## config.mk

```make
export PLATFORM = sky130hd
export DESIGN_NAME = transpad_seq_cu
export DESIGN_NICKNAME = d
export VERILOG_FILES = /design/src/rtl/transpad_seq_cu_pkg.sv /design/src/rtl/transpad_bcnt.sv /design/src/rtl/transpad_seq_cu.sv
export SDC_FILE = /design/constraint.sdc
export NUM_CORES = 1
export LEC_CHECK = 0
export CAP_MARGIN = 40
export CELL_PAD_IN_SITES_DETAIL_PLACEMENT = 1
export CELL_PAD_IN_SITES_GLOBAL_PLACEMENT = 2
export CORE_MARGIN = 3
export CORE_UTILIZATION = 28
export DETAILED_ROUTE_END_ITERATION = 8
export PLACE_DENSITY = 0.84
export SLEW_MARGIN = 25
export SYNTH_ARGS = -nofsm -noshare
export SYNTH_HDL_FRONTEND = slang
export SYNTH_SLANG_ARGS = --single-unit
```

## constraint.sdc

```tcl
create_clock -name clk -period 2.3 [get_ports clk]
set_input_delay 0.575 -clock clk [delete_from_list [all_inputs] [get_ports clk]]
set_output_delay 0.575 -clock clk [all_outputs]
set_load 0.05 [all_outputs]
```

## src/rtl/transpad_seq_cu_pkg.sv

```systemverilog
// Shared definitions for the TransPad sequencing control unit.
package transpad_seq_cu_pkg;

    typedef enum logic [2:0] {
        S_RESET    = 3'd0,
        S_CONFIG   = 3'd1,
        S_INIT_OFS = 3'd2,
        S_LOAD_TX  = 3'd3,
        S_TRANSL   = 3'd4,
        S_UPD_OFS  = 3'd5,
        S_DONE     = 3'd6
    } state_t;

    // Idle states are the only ones that ignore hold and report busy=0.
    function automatic logic is_idle(input state_t s);
        return (s == S_RESET) || (s == S_CONFIG);
    endfunction

endpackage

```

## src/rtl/transpad_bcnt.sv

```systemverilog
// Bounded up-counter: counts on en, wraps to zero after reaching bound.
module transpad_bcnt #(
    parameter int W = 8
) (
    input  logic         clk,
    input  logic         rst,
    input  logic         clr,
    input  logic         en,
    input  logic [W-1:0] bound,
    output logic [W-1:0] count,
    output logic         last
);

    assign last = (count == bound);

    // Count register; clear has priority over counting.
    always_ff @(posedge clk or posedge rst) begin
        if (rst) begin
            count <= '0;
        end else if (clr) begin
            count <= '0;
        end else if (en) begin
            count <= last ? '0 : count + W'(1);
        end
    end

endmodule

```

## src/rtl/transpad_seq_cu.sv

```systemverilog
// TransPad control unit: config, offset init/update, interleaved TX-address
// loading and translation over an inner/outer loop with hold, abort,
// continuous mode and done/error reporting.
module transpad_seq_cu
    import transpad_seq_cu_pkg::*;
#(
    parameter int INTLV_W = 3,
    parameter int LOOP_W  = 16,
    parameter int OLOOP_W = 16
) (
    input  logic               clk,
    input  logic               rst,
    input  logic               start_req,
    output logic               start_ack,
    input  logic               stop_req,
    input  logic               hold,
    input  logic               cont_mode,
    input  logic [INTLV_W-1:0] cfg_intlv,
    input  logic [LOOP_W-1:0]  cfg_loop,
    input  logic [OLOOP_W-1:0] cfg_oloop,
    output logic               regs_clr,
    output logic               conf_dec_en,
    output logic               lst_addr_reg_we,
    output logic               ofs_addr_reg_we,
    output logic               ofs_addr_sel,
    output logic               tx_addr_dec_en,
    output logic               tx_addr_sel,
    output logic               act,
    output logic [INTLV_W-1:0] intlv_idx,
    output logic [LOOP_W-1:0]  loop_idx,
    output logic [OLOOP_W-1:0] oloop_idx,
    output logic               busy,
    output logic               done,
    output logic               aborted,
    output logic               cfg_err
);

    state_t             state;
    state_t             state_nxt;
    logic [INTLV_W-1:0] intlv_bnd;
    logic [LOOP_W-1:0]  loop_bnd;
    logic [OLOOP_W-1:0] oloop_bnd;
    logic               cfg_ok;
    logic               accept;
    logic               stop_now;
    logic               cnt_clr;
    logic               intlv_en;
    logic               loop_en;
    logic               oloop_en;
    logic               intlv_last;
    logic               loop_last;
    logic               oloop_last;

    assign cfg_ok   = (cfg_loop != '0) && (cfg_oloop != '0);
    assign accept   = (state == S_CONFIG) && start_req && cfg_ok;
    assign stop_now = (state == S_TRANSL) && !hold && stop_req;

    // Counters are cleared while idle and on the (non-held) exit from S_DONE.
    assign cnt_clr  = is_idle(state) || ((state == S_DONE) && !hold);
    assign intlv_en = (state == S_LOAD_TX) && !hold;
    assign loop_en  = (state == S_TRANSL) && !hold && !stop_req;
    assign oloop_en = loop_en && loop_last;

    transpad_bcnt #(.W(INTLV_W)) u_intlv_cnt (
        .clk   (clk),
        .rst   (rst),
        .clr   (cnt_clr),
        .en    (intlv_en),
        .bound (intlv_bnd),
        .count (intlv_idx),
        .last  (intlv_last)
    );

    transpad_bcnt #(.W(LOOP_W)) u_loop_cnt (
        .clk   (clk),
        .rst   (rst),
        .clr   (cnt_clr),
        .en    (loop_en),
        .bound (loop_bnd),
        .count (loop_idx),
        .last  (loop_last)
    );

    transpad_bcnt #(.W(OLOOP_W)) u_oloop_cnt (
        .clk   (clk),
        .rst   (rst),
        .clr   (cnt_clr),
        .en    (oloop_en),
        .bound (oloop_bnd),
        .count (oloop_idx),
        .last  (oloop_last)
    );

    // State register.
    always_ff @(posedge clk or posedge rst) begin
        if (rst) begin
            state <= S_RESET;
        end else begin
            state <= state_nxt;
        end
    end

    // Bound latch on accepted start; loop bounds kept as count-minus-one.
    always_ff @(posedge clk or posedge rst) begin
        if (rst) begin
            intlv_bnd <= '0;
            loop_bnd  <= '0;
            oloop_bnd <= '0;
        end else if (accept) begin
            intlv_bnd <= cfg_intlv;
            loop_bnd  <= cfg_loop - LOOP_W'(1);
            oloop_bnd <= cfg_oloop - OLOOP_W'(1);
        end
    end

    // Abort flag: set by an honoured stop, held until the next accepted start.
    always_ff @(posedge clk or posedge rst) begin
        if (rst) begin
            aborted <= 1'b0;
        end else if (accept) begin
            aborted <= 1'b0;
        end else if (stop_now) begin
            aborted <= 1'b1;
        end
    end

    // Next-state and output decode; hold freezes non-idle states.
    always_comb begin
        state_nxt       = state;
        regs_clr        = 1'b0;
        conf_dec_en     = 1'b0;
        lst_addr_reg_we = 1'b0;
        ofs_addr_reg_we = 1'b0;
        ofs_addr_sel    = 1'b0;
        tx_addr_dec_en  = 1'b0;
        tx_addr_sel     = 1'b0;
        act             = 1'b0;
        done            = 1'b0;
        busy            = !is_idle(state);
        start_ack       = accept;
        cfg_err         = (state == S_CONFIG) && start_req && !cfg_ok;
        case (state)
            S_RESET: begin
                regs_clr  = 1'b1;
                state_nxt = S_CONFIG;
            end
            S_CONFIG: begin
                conf_dec_en     = 1'b1;
                lst_addr_reg_we = 1'b1;
                if (accept) begin
                    state_nxt = S_INIT_OFS;
                end
            end
            S_INIT_OFS: begin
                if (!hold) begin
                    ofs_addr_reg_we = 1'b1;
                    state_nxt       = S_LOAD_TX;
                end
            end
            S_LOAD_TX: begin
                if (!hold) begin
                    tx_addr_dec_en = 1'b1;
                    if (intlv_last) begin
                        state_nxt = S_TRANSL;
                    end
                end
            end
            S_TRANSL: begin
                tx_addr_sel = 1'b1;
                if (!hold) begin
                    act = 1'b1;
                    if (stop_req) begin
                        state_nxt = S_DONE;
                    end else if (loop_last) begin
                        state_nxt = oloop_last ? S_DONE : S_UPD_OFS;
                    end
                end
            end
            S_UPD_OFS: begin
                ofs_addr_sel = 1'b1;
                if (!hold) begin
                    ofs_addr_reg_we = 1'b1;
                    state_nxt       = S_LOAD_TX;
                end
            end
            S_DONE: begin
                if (!hold) begin
                    done      = 1'b1;
                    state_nxt = (cont_mode && !aborted) ? S_INIT_OFS : S_CONFIG;
                end
            end
            default: begin
                state_nxt = S_RESET;
            end
        endcase
    end

endmodule

```

# Word level (Yosys, flattened, before mapping)
# Cells that the tools add are included.
# word_totals
register_bits	74
out_inout_bits	48
wordCells	87
# op_classes
addsub	5
eq_ne	16
n_mux	31
n_reduce_logical	27
# ops
operator	count
$mux W16	6
$mux W3	11
$add A16 B1 Y16 const B	2
$eq A16 B16 Y1	2
$reduce_bool A16 Y1	2
$sub A16 B1 Y16 const B	2
$pmux W3 S6	1
$logic_and A1 B1 Y1	11
$mux W1	11
$ne A2 B2 Y1 const B	5
$eq A3 B3 Y1 const B	3
$reduce_bool A2 Y1	4
$reduce_and A7 Y1	1
$eq A3 B2 Y1 const B	2
$logic_not A1 Y1	5
$mux W2	2
$add A3 B1 Y3 const B	1
$eq A3 B1 Y1 const B	1
$eq A3 B3 Y1	1
$logic_not A3 Y1	1
$ne A3 B3 Y1 const B	1
$logic_or A1 B1 Y1	2
$ne A2 B1 Y1 const B	1
$reduce_or A2 Y1	1

# Logic depth before layout (Yosys ltp)
# depth
word_depth	6
depth_mapped	9
depth_no_buf	8

# By module
# A second synthesis with hierarchy kept.
# unflattened
cells_unflattened	484
hier_area_um2	4725.8
# by_module_without_submodules
mod	instances	cells_each	area_each_um2	seq_area_each_um2
transpad_seq_cu	1	250	2272.2	975.9
transpad_bcnt at u_loop_cnt ...	2	107	1127.3	400.4
transpad_bcnt at u_intlv_cnt	1	20	198.9	75.1

# Least setup slack after synthesis
# Ideal clock, no wire load.
# synth_path
kind	register -> output
start	register state[0]
end	output port cfg_err
arrival_time_ns	2.824
path_slack_ns	-1.099
path_stages_with_launch	6
path_cell_list	dfrtp_1 clkbuf_1 inv_1 nor3_1 nand2_1 nor2_1
# synth_between
elab_chain_len	3
# synth_rtl
element	line	rtl
start: declaration	transpad_seq_cu.sv:38	state_t state;
start signal: assignment	transpad_seq_cu.sv:99	state <= state_nxt;
$eq A3 B1 Y1	transpad_seq_cu.sv:141	cfg_err = (state == S_CONFIG) && start_req && !cfg_ok;
$logic_and A1 B1 Y1 (2 in series)	transpad_seq_cu.sv:141	
end: declaration	transpad_seq_cu.sv:35	output logic cfg_err
# No other way between the ends.

# Worst setup path after layout
# layout_path
start	input port cfg_oloop[1]
end	output port start_ack
# layout_between
elab_chain_len	3
# layout_rtl
element	line	rtl
start: declaration	transpad_seq_cu.sv:20	input logic [OLOOP_W-1:0] cfg_oloop,
$reduce_bool A16 Y1	transpad_seq_cu.sv:54	assign cfg_ok = (cfg_loop != '0) && (cfg_oloop != '0);
$logic_and A1 B1 Y1	transpad_seq_cu.sv:54	
$logic_and A1 B1 Y1	transpad_seq_cu.sv:55	assign accept = (state == S_CONFIG) && start_req && cfg_ok;
end: declaration	transpad_seq_cu.sv:14	output logic start_ack,
# No other way between the ends.

==> flow_metrics.env <==
export IMPL_run_status="finished with violations"
export IMPL_violations="setup timing"
export IMPL_routedWlPerCell_um=16.2
export IMPL_placed_cells_incl_taps=874
export IMPL_post_synth_adder_cell_area_pct=1.71
export IMPL_fin_cells=902
export IMPL_crit_path_max_fanout=3
export IMPL_grt_pass1_wl_um=23900
export IMPL_finalWirelength_um=14600
export IMPL_post_dp_area_sq_mm=0.00643
export IMPL_worst_setup_slack_after_layout_ns=-0.203
export IMPL_rsz0062_at_grt="yes"
export IMPL_clk_path_buf_depth=2
export IMPL_kind_of_end_point_of_the_critical_path="output pin"
export IMPL_cts_tree="yes"
export IMPL_synth_commonest_cells="74 x dfrtp_1, 61 x nand2_1, 52 x nor2_1, 52 x o21ai_0, 42 x xnor2_1"
export IMPL_synth_simple_gate_area_share_pct=23.8
export IMPL_met2RoutedLength_um=7400
export IMPL_synth_top_area_share_pct=42.1
export IMPL_drv_max_cap_violation_count=0
export IMPL_antenna_diode_count=0
export IMPL_synth_flop_cell="dfrtp_1"
export IMPL_synth_area_sq_mm=0.00440
export IMPL_crit_chain="buf_12 -> inv_12 -> ha_4 -> nor3b_4 -> nand4b_1 -> o32a_4 -> nand3_4 -> inv_8 -> buf_12"
export IMPL_main_combinational_cell_family_by_area_after_synthesis="simple AND/OR/NAND/NOR gates"
export IMPL_static_leakage_power_nw=3.25
export IMPL_critPathArrivalTime_ns=1.93
export IMPL_grt_remaining_overflow=0
export IMPL_routed_top_layer="met4"
export IMPL_post_cts_hold_buffer_count=0
export IMPL_synth_compound_area_share_pct=11.2
export IMPL_synth_seq_area_share_pct=42.1
export IMPL_timing_critical_path_required_ns=1.73
export IMPL_post_synth_top_count_cell="dfrtp_1"
export IMPL_worst_slew_margin_rel_pct=63.8
export IMPL_multiplexer_fraction_of_the_synthesized_cell_area_pct=1.73
export IMPL_drv_slew=0
export IMPL_period_minus_slack_ns=2.50
export IMPL_type_of_element_launching_the_critical_path="primary input"
export IMPL_worst_pin_slew_ns=0.539
export IMPL_dr_total_vias=4304
export IMPL_fin_setup_tns_ns=-0.383
export IMPL_synth_net_count=542
export IMPL_fmax_ghz=0.400
export IMPL_placeableCoreArea_sq_mm=0.0153
export IMPL_post_synth_top_area_cell="dfrtp_1"
export IMPL_ys_warnings_count=0
export IMPL_die_width_um=131
export IMPL_fin_area_sq_mm=0.00695
export IMPL_synth_xor_xnor_area_share_pct=15.9
export IMPL_dr_pass1_iters=4
export IMPL_crit_buf_inv=4
export IMPL_power_total_mw=6.34
export IMPL_cp_slowest_cell="o32a_4"
export IMPL_boundaryPins=89
export IMPL_design_die_area_sq_mm=0.0173
export IMPL_synthesis_instances=495
export IMPL_dpl_hpwl_um=11200
export IMPL_crit_family="simple AND/OR/NAND/NOR gates"
export IMPL_grt_total_usage_pct=16.9
export IMPL_first_iter_violations=222
export IMPL_synth_cell_types=53
export IMPL_final_period_utilization_pct=109
export IMPL_fp_dieH_um=131
export IMPL_critical_path_most_common_cell="buf_12"
export IMPL_detailroute_wirelength_met3_um=485
export IMPL_power_ir_vdd_worst_mv=0.503
export IMPL_synthToLayoutAreaGrowth_pct=58.0
export IMPL_powerDensity_mw_per_mm2=912
export IMPL_numCtsBuffers=9
export IMPL_num_rows=45
export IMPL_clock_latency_ns=0.34
export IMPL_slowest_delay_ns=0.41
export IMPL_setup_viol=2
export IMPL_route_antenna_remaining_nets=0
export IMPL_drc_errors=0
export IMPL_final_hold_viol_count=0
export IMPL_worstSetupPathType="in -> out"
export IMPL_gp_congestion=0.832
export IMPL_antenna_found_initial=0
export IMPL_cts_clk_slew_worst_paths_ns=0.06
export IMPL_synth_seq_cells=74
export IMPL_pin_count_of_the_biggest_net_entering_global_routing=75
export IMPL_asyncSetResetFlopFracSynth_pct=100
export IMPL_vias_per_cell=4.77
export IMPL_io_buffer_count=88
export IMPL_initial_utilization_pct=28.7
export IMPL_grt_pass1_vias=4643
export IMPL_tritoncts_num_sinks=74
export IMPL_number_of_enable_flip_flop_cells_after_synthesis=0
export IMPL_worst_hold_path_class="reg -> reg"
export IMPL_routedLengthMet1_um=6490
export IMPL_worst_setup_skew_after_layout_ns=0.00733
export IMPL_ys_top_cells_by_area="dfrtp_1 42%, xnor2_1 8.4%, xor2_1 7.6%, o21ai_0 5.9%, nand2_1 5.2%"
export IMPL_nets=734
export IMPL_htree_num_levels=3
export IMPL_ctsRootBufferMaster="clkbuf_16"
export IMPL_postSynthAreaPerCell_sq_um=8.89
export IMPL_drive_gt1_share_pct=27.9
## sequential cells by signal, summed over array words and instances (netlist names)
| register | count |
|---|---|
| u_intlv_cnt.count | 3 |
| loop_bnd | 16 |
| oloop_bnd | 16 |
| u_oloop_cnt.count | 16 |
| state | 3 |
| u_loop_cnt.count | 16 |
| aborted | 1 |
| intlv_bnd | 3 |
## where the power goes
group | total, mW | switching (mW) | internal (mW)
combinational | 2.99 | 1.67 | 1.32
clock | 1.40 | 0.541 | 0.861
sequential | 1.95 | 0.292 | 1.65
## per-stage QoR
stage          hold slack [ns]  setup slack [ns]  util (%)
2_1_floorplan            0.469           -0.0825         -
3_3_place_gp             0.486            -0.835      42.0
3_5_place_dp             0.492            -0.877      42.0
4_1_cts                  0.505            -0.248      44.5
5_1_grt                  0.521            -0.250      45.4
6_report                 0.499            -0.203      45.4
## cells in the final DEF (no fill, tap or decap), drive strengths merged, types with 13 or more instances in the layout
cell and instances:
xnor2 42, clkbuf 13, clkdlybuf4s50 33, dfrtp 74, a21oi 15, nand2 61
o21ai 53, dlymetal6s2s 13, dlygate4sd2 17, nor2 52, nand3 14, nor4 14
buf 132, inv 17, nor3 18, xor2 38
## worst paths after layout
check	depth (start not counted)	end	slack [ns]	from
max in group asynchronous	3	loop_bnd[15]	1.26	rst
min	2	loop_bnd[7]	0.50	loop_bnd[7]
max reg2reg	8	u_oloop_cnt.count[10]	0.11	u_loop_cnt.count[13]
max	9	start_ack	-0.20	cfg_oloop[1]
min reg2reg	2	loop_bnd[7]	0.50	loop_bnd[7]
min in group asynchronous	3	u_intlv_cnt.count[2]	0.68	rst
## metal layers
| metal | vias up | GRT usage (%) |
|---|---|---|
| met1 | 2115 | 21.4 |
| li1 | 2085 | - |
| met3 | 16 | 2.91 |
| met5 | - | 0 |
| met2 | 88 | 29.6 |
| met4 | 0 | 5.13 |
## layout make-up
| class | instances | area, sq um |
|---|---|---|
| clock buffer | 12 | 246 |
| multi-input combinational | 385 | 2590 |
| clock inverter | 3 | 40.0 |
| tap | 211 | 264 |
| sequential | 74 | 1850 |
| timing repair buffer | 199 | 1860 |
| fill | 1809 | 8360 |
| inverter | 18 | 96.3 |
## worst reg2reg max path, cell delays in order, from the launching register on
cell,delay [ns]
dfrtp_1,0.42
xor2_1,0.18
nor4_1,0.29
buf_4,0.17
and4_1,0.20
buf_6,0.13
a21oi_4,0.08
or4b_1,0.51
a21oi_1,0.13
## cells by family after synthesis
family | Yosys count
simple gates | 207
xor+xnor | 80
fa+ha+maj | 6
mux | 7
buf+inv | 36
flops | 74
compound gates | 85
## what timing repair did
item | in CTS | in global routing
endpoints found under the hold margin | 0 | 0
setup endpoints to repair | 58 | 26
pin swaps | 8 | 16
resized for setup | 62 | 27
buffers inserted | 5 | 8
(Power assumes the default switching activity.)
